## config.mk

```make
export PLATFORM = sky130hd
export DESIGN_NAME = sw_debounce
export DESIGN_NICKNAME = d
export VERILOG_FILES = /design/src/rtl/sw_debounce.sv
export SDC_FILE = /design/constraint.sdc
export NUM_CORES = 1
export LEC_CHECK = 0
export ABC_CLOCK_PERIOD_IN_PS = 2700
export CAP_MARGIN = 10
export CORE_MARGIN = 2
export CORE_UTILIZATION = 60
export CTS_CLUSTER_DIAMETER = 100
export DETAILED_ROUTE_END_ITERATION = 10
export GPL_ROUTABILITY_DRIVEN = 0
export GPL_TIMING_DRIVEN = 0
export PLACE_DENSITY = 0.85
export REMOVE_ABC_BUFFERS = 1
export SLEW_MARGIN = 20
export SYNTH_ARGS = -nofsm -noshare
export SYNTH_HDL_FRONTEND = slang
export SYNTH_SLANG_ARGS = --single-unit
```

## constraint.sdc

```tcl
create_clock -name clock -period 2.7 [get_ports clock]
set_clock_uncertainty 0.1 [all_clocks]
set_input_delay 0.405 -clock clock [delete_from_list [all_inputs] [get_ports clock]]
set_output_delay 0.405 -clock clock [all_outputs]
set_load 0.005 [all_outputs]
```

## src/rtl/sw_debounce.sv

```systemverilog
// Switch debouncer: two-flop synchroniser, stability counter and a STABLE/COUNT FSM
// that commits a debounced word to the CPU with a new_data/overrun handshake.
module sw_debounce #(
   parameter int WORD_W    = 8,
   parameter int DEB_COUNT = 50000,
   parameter int DEB_W     = 16
) (
   input  logic              clock,
   input  logic              reset,
   input  logic [WORD_W-1:0] sw_raw,
   input  logic              rd_ack,
   output logic [WORD_W-1:0] sw_out,
   output logic              new_data,
   output logic              overrun,
   output logic              busy
);

   typedef enum logic {ST_STABLE = 1'b0, ST_COUNT = 1'b1} state_t;

   localparam logic [DEB_W-1:0] CNT_LAST = DEB_W'(DEB_COUNT - 1);

   state_t              state_q, state_d;
   logic [WORD_W-1:0]   sync1_q, sync2_q;
   logic [WORD_W-1:0]   cand_q, cand_d;
   logic [DEB_W-1:0]    cnt_q, cnt_d;
   logic [WORD_W-1:0]   sw_out_q, sw_out_d;
   logic                new_data_q, new_data_d;
   logic                overrun_q, overrun_d;
   logic                busy_q, busy_d;
   logic                commit;

   // State and datapath registers
   always_ff @(posedge clock or posedge reset) begin
      if (reset) begin
         state_q    <= ST_STABLE;
         sync1_q    <= '0;
         sync2_q    <= '0;
         cand_q     <= '0;
         cnt_q      <= '0;
         sw_out_q   <= '0;
         new_data_q <= 1'b0;
         overrun_q  <= 1'b0;
         busy_q     <= 1'b0;
      end else begin
         state_q    <= state_d;
         sync1_q    <= sw_raw;
         sync2_q    <= sync1_q;
         cand_q     <= cand_d;
         cnt_q      <= cnt_d;
         sw_out_q   <= sw_out_d;
         new_data_q <= new_data_d;
         overrun_q  <= overrun_d;
         busy_q     <= busy_d;
      end
   end

   // Next state: a change back to sw_out while counting is a rejected glitch
   always_comb begin
      state_d = state_q;
      cand_d  = cand_q;
      cnt_d   = cnt_q;
      commit  = 1'b0;
      case (state_q)
         ST_STABLE: begin
            if (sync2_q != sw_out_q) begin
               cand_d  = sync2_q;
               cnt_d   = '0;
               state_d = ST_COUNT;
            end
         end
         ST_COUNT: begin
            if (sync2_q != cand_q) begin
               cand_d  = sync2_q;
               cnt_d   = '0;
               state_d = (sync2_q == sw_out_q) ? ST_STABLE : ST_COUNT;
            end else if (cnt_q == CNT_LAST) begin
               commit  = 1'b1;
               cnt_d   = '0;
               state_d = ST_STABLE;
            end else begin
               cnt_d = cnt_q + 1'b1;
            end
         end
         default: state_d = ST_STABLE;
      endcase
   end

   // Outputs: a commit outranks a coincident rd_ack
   always_comb begin
      sw_out_d   = commit ? cand_q : sw_out_q;
      new_data_d = new_data_q;
      overrun_d  = overrun_q;
      if (commit) begin
         new_data_d = 1'b1;
         if (new_data_q && !rd_ack)
            overrun_d = 1'b1;
      end else if (rd_ack && new_data_q) begin
         new_data_d = 1'b0;
         overrun_d  = 1'b0;
      end
      busy_d = (state_d == ST_COUNT);
   end

   assign sw_out   = sw_out_q;
   assign new_data = new_data_q;
   assign overrun  = overrun_q;
   assign busy     = busy_q;

endmodule

```

==> reports/results.ini, run 1 <==
[clocking]
numCtsBuffers=5
root_buffer=clkbuf_8
cts_sinks=51
insertion_delay_ns=0.31
h-tree-depth=2
path_clk_slew_ns=0.10
clk_path_buf_depth=2
ctsHoldBuffers=0
post_cts_buffers=0
tritoncts=yes
cts-resized-gates=0

[finish]
drive_gt1_frac=0.171
nets=227
syn_to_final_growth_pct=15.7
final_util=0.724
antenna_cells=0

[sta]
fin_setup_tns_ns=0
hold_viol_final=0
fin_ws_ns=0.212
fmax_mhz=402
worstMarginPinSlew_ns=0.954
finalCritPeriodShare=0.922
setup_viol=0
report.final.slew_viol_count=0
grt_setup_unrepaired=false
slew-limit-headroom=0.362
holdWs_ns=0.249
min_period_ns=2.49

[synthesis]
ys_seq_area_frac=0.553
ys_types=45
ys_ff_latch=51
netlist_area_mm2=0.00231
synth.top_cell.area_share=0.553
synthArstFlopShare=1.00
yosysMostFrequentCell=dfrtp_1
synthFlopType=dfrtp_1
synth_area_leaders=dfrtp_1 55%, xnor2_1 6.5%, mux2_2 5.9%
yosysWarningCount=0
yosys-top-cells-count=51 x dfrtp_1, 17 x nand2_1, 17 x xnor2_1
syn_area_per_cell_um2=12.1
synth_area_leader_cell=dfrtp_1
synthCells=191
synth-edff-count=0

[placement]
dp_hpwl_um=3040
dpl_worst_slack_ns=0.0898
port_buffers=21

[pwr]
ir_drop_mv=0.395
power_frac_seq=0.608
p_switching_mw=0.305
cellLeakagePower_nw=1.09
power_density_mw_per_mm2=490
combinationalPowerShare=0.051
p_clk_frac=0.340
internal_power_mw=1.00
total_power_mw=1.31
swShare=0.234

[routing]
routed_via_density=6.11
post_drt_wl_per_cell_um=16.5
dr.pass1.iters=4
drcViolationCount=0
via_count=1614
antenna_left=0
drt-initial-drc-count=109
routed_wirelength_um=4360

[grt]
grt_use_total=0.230
overflow=0
grt_pass1_wl_um=7450
grt_pass1_vias=1624
grt_max_degree=38
grt_antenna_before_repair=0

[critical_path]
path_max_fanout=14
worst-setup-path-type=flip-flop to flip-flop
startpoint_type=flip-flop
cp-end-kind=flip-flop
crit_arrival_ns=2.60
cp.required_ns=2.81

[floorplan]
dieArea_mm2=0.00436
pin_count=22
floorplan.die.height_um=66.0
initial_utilization=0.626
die_x_um=66.0
rows=22
core-area_mm2=0.00369

[run]
maxCapViolCount=0

[outcome]
status=completed

[worst_hold_path]
hold_path.class=flip-flop to flip-flop

-- worst max-delay path, cell delays in order, from the launching register on --
cell and delay (ns):
dfrtp_1 0.44, ha_1 0.23, nand3_1 0.14, nor2_1 0.18, nand4_1 0.55, and2_1 0.48, a22o_1 0.26
-- state kept, by name, summed over array words and instances (netlist names) --
| name | count |
|---|---|
| cnt_q | 16 |
| cand_q | 8 |
| sw_out | 8 |
| sync1_q | 8 |
| sync2_q | 8 |
| busy | 1 |
| new_data | 1 |
| overrun | 1 |
-- worst paths after layout --
path                            start          to  slack [ns]  cells past startpoint
max in group asynchronous       reset   sw_out[6]        1.73                      3
hold reg to reg            sync1_q[1]  sync2_q[1]        0.25                      0
setup / recovery             cnt_q[0]    cnt_q[1]        0.21                      6
min in group asynchronous       reset     overrun        0.27                      2
hold / removal             sync1_q[1]  sync2_q[1]        0.25                      0
setup reg to reg             cnt_q[0]    cnt_q[1]        0.21                      6
-- metrics by stage --
stage | cells | cell area [µm²]
2_1_floorplan | 186 | 2270
3_3_place_gp | 255 | 2540
3_5_place_dp | 256 | 2570
4_1_cts | 264 | 2660
5_1_grt | 264 | 2670
6_report | 264 | 2670
-- layout make-up --
cell class                 count  area, µm²
sequential                    51       1280
tap                           48       60.1
timing repair buffer          22        230
multi-input combinational    132       1000
clock buffer                   6       72.6
fill                         275       1020
clock inverter                 2       17.5
inverter                       3       11.3
-- kinds of logic after synthesis --
group / after synthesis / synth area share
simple gates: 69 / 0.181
flops: 51 / 0.553
compound gates: 24 / 0.0786
xor+xnor: 19 / 0.0721
mux: 19 / 0.0911
buf+inv: 8 / 0.0190
fa+ha+maj: 1 / 0.00542
-- metal layers --
layer	GRT usage	routed length (µm)	up-vias
met5	0	0	-
li1	-	-	741
met4	0.0944	84	0
met1	0.283	1820	811
met2	0.381	2230	51
met3	0.0681	223	11
-- cells in the final DEF (no fill, tap or decap), drive strengths merged, types with 2 or more instances in the layout --
| cell | count |
|---|---|
| nor4bb | 2 |
| nor4 | 4 |
| dfrtp | 51 |
| a31o | 2 |
| nand4 | 12 |
| or3 | 2 |
| nor3b | 2 |
| o21ai | 8 |
| inv | 3 |
| a22o | 3 |
| xor2 | 2 |
| nand2 | 18 |
| clkinv | 2 |
| nor3 | 4 |
| clkbuf | 6 |
| clkdlybuf4s50 | 21 |
| nor2 | 9 |
| o211ai | 2 |
| nand3 | 9 |
| xnor2 | 17 |
| mux2i | 3 |
| a31oi | 4 |
| mux2 | 16 |
| and3 | 3 |
-- power groups by stage --
stage                     sequential, mW  clock (mW)  combinational (mW)
final                              0.795       0.445              0.0668
after global routing               0.798       0.482              0.0739
after CTS                          0.795       0.456              0.0675
after detailed placement           0.811           0              0.0671
after global placement             0.810           0              0.0611
after floorplan                    0.808           0              0.0402
Note: power is estimated with default switching activity, not from simulation.
==> run 2, diff against run 1 <==
--- a/config.mk
+++ b/config.mk
@@ -12,7 +12,6 @@
 export CTS_CLUSTER_DIAMETER = 100
 export DETAILED_ROUTE_END_ITERATION = 10
 export GPL_ROUTABILITY_DRIVEN = 0
-export GPL_TIMING_DRIVEN = 0
 export PLACE_DENSITY = 0.85
 export REMOVE_ABC_BUFFERS = 1
 export SLEW_MARGIN = 20
==> run 2 against run 1 <==
Clock power down 3%. Via count down 0.56%. Final cell count up 1.9%. Register-to-register slack better by 0.35 ns. Sequential power about the same. First-iteration DRC count down 6.4%. Sequential share of layout area down 0.31 points. Worst setup slack better by 0.35 ns. Design area up 0.66%.
==> reports/results.ini, run 2 (synthesized netlist as in run 1, its figures left out) <==
[worst_hold_path]
worstHoldStart=sync1_q[3]
hold_path.class=flip-flop to flip-flop
holdPathStages=0
hold_end=sync2_q[3]

[pwr]
cellLeakagePower_nw=1.09
power_density_mw_per_mm2=481
ir_drop_mv=0.521
total_power_mw=1.29

[floorplan]
core-area_mm2=0.00369
initial_utilization=0.626
rows=22
floorplan.die.height_um=66.0
die_x_um=66.0
dieArea_mm2=0.00436
pin_count=22

[critical_path]
worst-setup-path-type=flip-flop to flip-flop
cp-end-kind=flip-flop
path_max_fanout=12
cp.required_ns=2.81
r2r_slack_ns=0.57
reg2reg_to=cnt_q[15]
startpoint_type=flip-flop
r2r_start=cand_q[4]
crit_arrival_ns=2.25
ff2ff_path_depth=5

[finish]
antenna_cells=0
final_util=0.729
largest_reg_flops=16
nets=232
mostFrequentLayoutCells=51 x dfrtp_1, 21 x clkdlybuf4s50_1, 17 x xnor2_1, 17 x nand2_1, 12 x mux2_2
max_flop_register=cnt_q
final_common_cell=dfrtp_1
syn_to_final_growth_pct=16.5
drive_gt1_frac=0.190
instances_no_fill=269
final.fill_count=255
fin_area_mm2=0.00269

[grt]
grt_pass1_wl_um=7510
grt_max_degree=28
grt_antenna_before_repair=0
grt_pass1_vias=1707
grt_use_total=0.230
overflow=0

[routing]
routed_wirelength_um=4400
via_count=1605
post_drt_wl_per_cell_um=16.4
dr.pass1.iters=4
drt-initial-drc-count=102
drcViolationCount=0
routed_via_density=5.97
antenna_left=0

[placement]
dp.cells=261
port_buffers=21
dpl_worst_slack_ns=0.667
dp_hpwl_um=3200
place_area_mm2=0.00260

[sta]
worstMarginPinSlew_ns=0.538
fin_setup_tns_ns=0
slew-limit-headroom=0.641
report.final.slew_viol_count=0
min_period_ns=2.13
hold_viol_final=0
fmax_mhz=469
holdWs_ns=0.247
fin_ws_ns=0.567
finalCritPeriodShare=0.790
grt_setup_unrepaired=false
setup_viol=0

[clocking]
insertion_delay_ns=0.31
h-tree-depth=2
clk_path_buf_depth=2
root_buffer=clkbuf_8
ctsHoldBuffers=0
post_cts_buffers=0
cts-resized-gates=0
tritoncts=yes
numCtsBuffers=5
cts_sinks=51
path_clk_slew_ns=0.09

[run]
maxCapViolCount=0

[outcome]
status=completed

-- run 2: cell count changes in the layout (fill, tap and decap cells not counted) --
cell / delta
buf_4: +5
clkinv_2: +1
clkinv_4: -2
clkinvlp_4: +1
nor3_2: +1
nor3_4: -1
nor4_2: +1
nor4_4: -1
-- run 2: critical path: stages (launching register included) --
cell      delay [ns]
dfrtp_1         0.41
xnor2_1         0.25
nand3_1         0.22
nor3_4          0.50
nand2_2         0.24
o311ai_2        0.31
-- run 2: layout make-up --
type                       count  area [µm²]  share of cell area
tap                           48        60.1              0.0223
multi-input combinational    132         987               0.367
timing repair buffer          27         268              0.0996
sequential                    51        1280               0.475
inverter                       3        11.3             0.00419
clock buffer                   6        72.6              0.0270
clock inverter                 2        12.5             0.00466
-- run 2: worst max path at each step --
stage	from	endpoint	depth (start not counted)
floorplan	sw_out[1]	cand_q[0]	5
global placement	cand_q[1]	cnt_q[15]	5
detailed placement	cand_q[1]	cnt_q[15]	5
CTS	cand_q[4]	cnt_q[15]	5
global route	sync2_q[1]	cnt_q[15]	5
finish	cand_q[4]	cnt_q[15]	5
-- run 2: routing by layer --
metal	up-vias	share of wire	GRT usage
met2	42	0.53	0.415
met5	-	0	0
met3	9	0.041	0.0511
li1	751	-	-
met4	0	0.021	0.0893
met1	803	0.41	0.263
-- run 2: report_power, final --
| part | internal (mW) | switching (mW) |
|---|---|---|
| sequential | 0.782 | 0.0143 |
| combinational | 0.0335 | 0.0325 |
| clock | 0.182 | 0.249 |
| total | 0.997 | 0.296 |
==> run 3, diff against run 2 <==
--- a/config.mk
+++ b/config.mk
@@ -5,14 +5,14 @@
 export SDC_FILE = /design/constraint.sdc
 export NUM_CORES = 1
 export LEC_CHECK = 0
-export ABC_CLOCK_PERIOD_IN_PS = 2700
+export ABC_CLOCK_PERIOD_IN_PS = 2000
 export CAP_MARGIN = 10
 export CORE_MARGIN = 2
-export CORE_UTILIZATION = 60
+export CORE_UTILIZATION = 56
 export CTS_CLUSTER_DIAMETER = 100
 export DETAILED_ROUTE_END_ITERATION = 10
 export GPL_ROUTABILITY_DRIVEN = 0
-export PLACE_DENSITY = 0.85
+export PLACE_DENSITY = 0.8
 export REMOVE_ABC_BUFFERS = 1
 export SLEW_MARGIN = 20
 export SYNTH_ARGS = -nofsm -noshare
==> constraint.sdc (replaced) <==
create_clock -name clock -period 2 [get_ports clock]
set_clock_uncertainty 0.1 [all_clocks]
set_input_delay 0.3 -clock clock [delete_from_list [all_inputs] [get_ports clock]]
set_output_delay 0.3 -clock clock [all_outputs]
set_load 0.005 [all_outputs]
==> run 3 against run 2 <==
Critical endpoint is now cnt_q[12]. Die area grew 6.7%. Worst setup slack lost 0.46 ns. Wire length increased by 6.2%.
==> reports/results.ini, run 3 (synthesized netlist as in run 1, its figures left out) <==
[outcome]
status=completed

[clocking]
root_buffer=clkbuf_8
path_clk_slew_ns=0.09
numCtsBuffers=5
tritoncts=yes
h-tree-depth=2
ctsHoldBuffers=0
cts_sinks=51
insertion_delay_ns=0.31
clk_path_buf_depth=2

[pwr]
power_frac_seq=0.600
combinationalPowerShare=0.050
p_switching_mw=0.410
swShare=0.229
power_density_mw_per_mm2=634
p_clk_frac=0.350
internal_power_mw=1.38
cellLeakagePower_nw=1.17
ir_drop_mv=0.617
total_power_mw=1.79

[sta]
fin_setup_tns_ns=0
hold_viol_final=0
report.final.slew_viol_count=0
slew-limit-headroom=0.753
holdWs_ns=0.249
fmax_mhz=527
setup_viol=0
fin_ws_ns=0.103
min_period_ns=1.90
grt_setup_unrepaired=true
worstMarginPinSlew_ns=0.371
finalCritPeriodShare=0.949

[routing]
routed_via_density=5.72
post_drt_wl_per_cell_um=16.4
dr.pass1.iters=4
drt-initial-drc-count=156
drcViolationCount=0
routed_wirelength_um=4670
via_count=1631
antenna_left=0

[finish]
final_common_cell=dfrtp_1
multi_input_area_mm2=0.00101
instances_no_fill=285
final_util=0.712
nets=246
mostFrequentLayoutCells=48 x dfrtp_1, 21 x clkdlybuf4s50_1, 20 x buf_4, 17 x xnor2_1, 17 x nand2_1
regArea_mm2=0.00128
largest_reg_flops=16
max_flop_register=cnt_q
final.fill_count=282
drive_gt1_frac=0.264
syn_to_final_growth_pct=22.5
antenna_cells=0
fin_area_mm2=0.00283

[critical_path]
path_max_fanout=4
cp.required_ns=2.10
reg2reg_to=cnt_q[12]
critPathLaunch=cnt_q[0]
cp-end-kind=flip-flop
startpoint_type=flip-flop
r2r_start=cnt_q[0]
r2r_slack_ns=0.10
ff2ff_path_depth=7
crit_arrival_ns=2.00
worst-setup-path-type=flip-flop to flip-flop

[grt]
overflow=0
grt_pass1_wl_um=7900
grt_antenna_before_repair=0
grt_use_total=0.237
grt_max_degree=31
grt_pass1_vias=1664

[floorplan]
core-area_mm2=0.00397
initial_utilization=0.581
rows=23
dieArea_mm2=0.00465
floorplan.die.height_um=68.2
pin_count=22
die_x_um=68.2

[placement]
dp_hpwl_um=3380
dp.cells=274
port_buffers=21
place_area_mm2=0.00268
dpl_worst_slack_ns=0.0479

[worst_hold_path]
hold_path.class=primary input to asynchronous set/reset pin

[run]
maxCapViolCount=0

[run 3: changes by cell type in the layout (fill, tap and decap cells not counted), sizes merged]
cell	delta
buf	+14
[run 3: timing repair]
| action | in CTS | in global routing |
|---|---|---|
| buffers inserted | 0 | 3 |
| endpoints found under the setup margin | 0 | 23 |
| resized for setup | 0 | 7 |
[run 3: how the worst max path moves through the flow]
stage           endpoint  slack, ns  cells past startpoint
6_report       cnt_q[12]       0.10                      7
3_3_place_gp   cnt_q[12]       0.09                      7
2_1_floorplan  cand_q[0]      -0.15                      5
4_1_cts        cnt_q[12]       0.03                      7
3_5_place_dp   cnt_q[12]       0.05                      7
5_1_grt        cnt_q[12]      -0.02                      7
[run 3: power by group through the flow]
| stage | clock (mW) | combinational (mW) | sequential [mW] |
|---|---|---|---|
| floorplan | 0 | 0.0542 | 1.09 |
| finish | 0.628 | 0.0888 | 1.08 |
| detailed placement | 0 | 0.0899 | 1.10 |
| global placement | 0 | 0.0871 | 1.09 |
| global route | 0.694 | 0.0985 | 1.08 |
| CTS | 0.646 | 0.0905 | 1.08 |
[run 3: area by class of cell]
type	count	area share
clock buffer	6	0.0292
sequential	51	0.453
timing repair buffer	41	0.127
multi-input combinational	132	0.359
inverter	3	0.00398
tap	50	0.0221
clock inverter	2	0.00575
[run 3: routing by layer]
layer  global-route usage  part of all wire  wire length, µm
met1                0.280              0.42             1960
met2                0.416              0.53             2470
met3               0.0526             0.031              145
met4                0.100             0.021               99
met5                    0                 0                0
[run 3: worst max-delay path: stages, from the launching register on]
cell and delay [ns]:
dfrtp_1 0.37, ha_2 0.21, nand3_1 0.11, buf_4 0.16, nor4_4 0.31, nor2_1 0.07, a32o_1 0.26, a31o_2 0.21
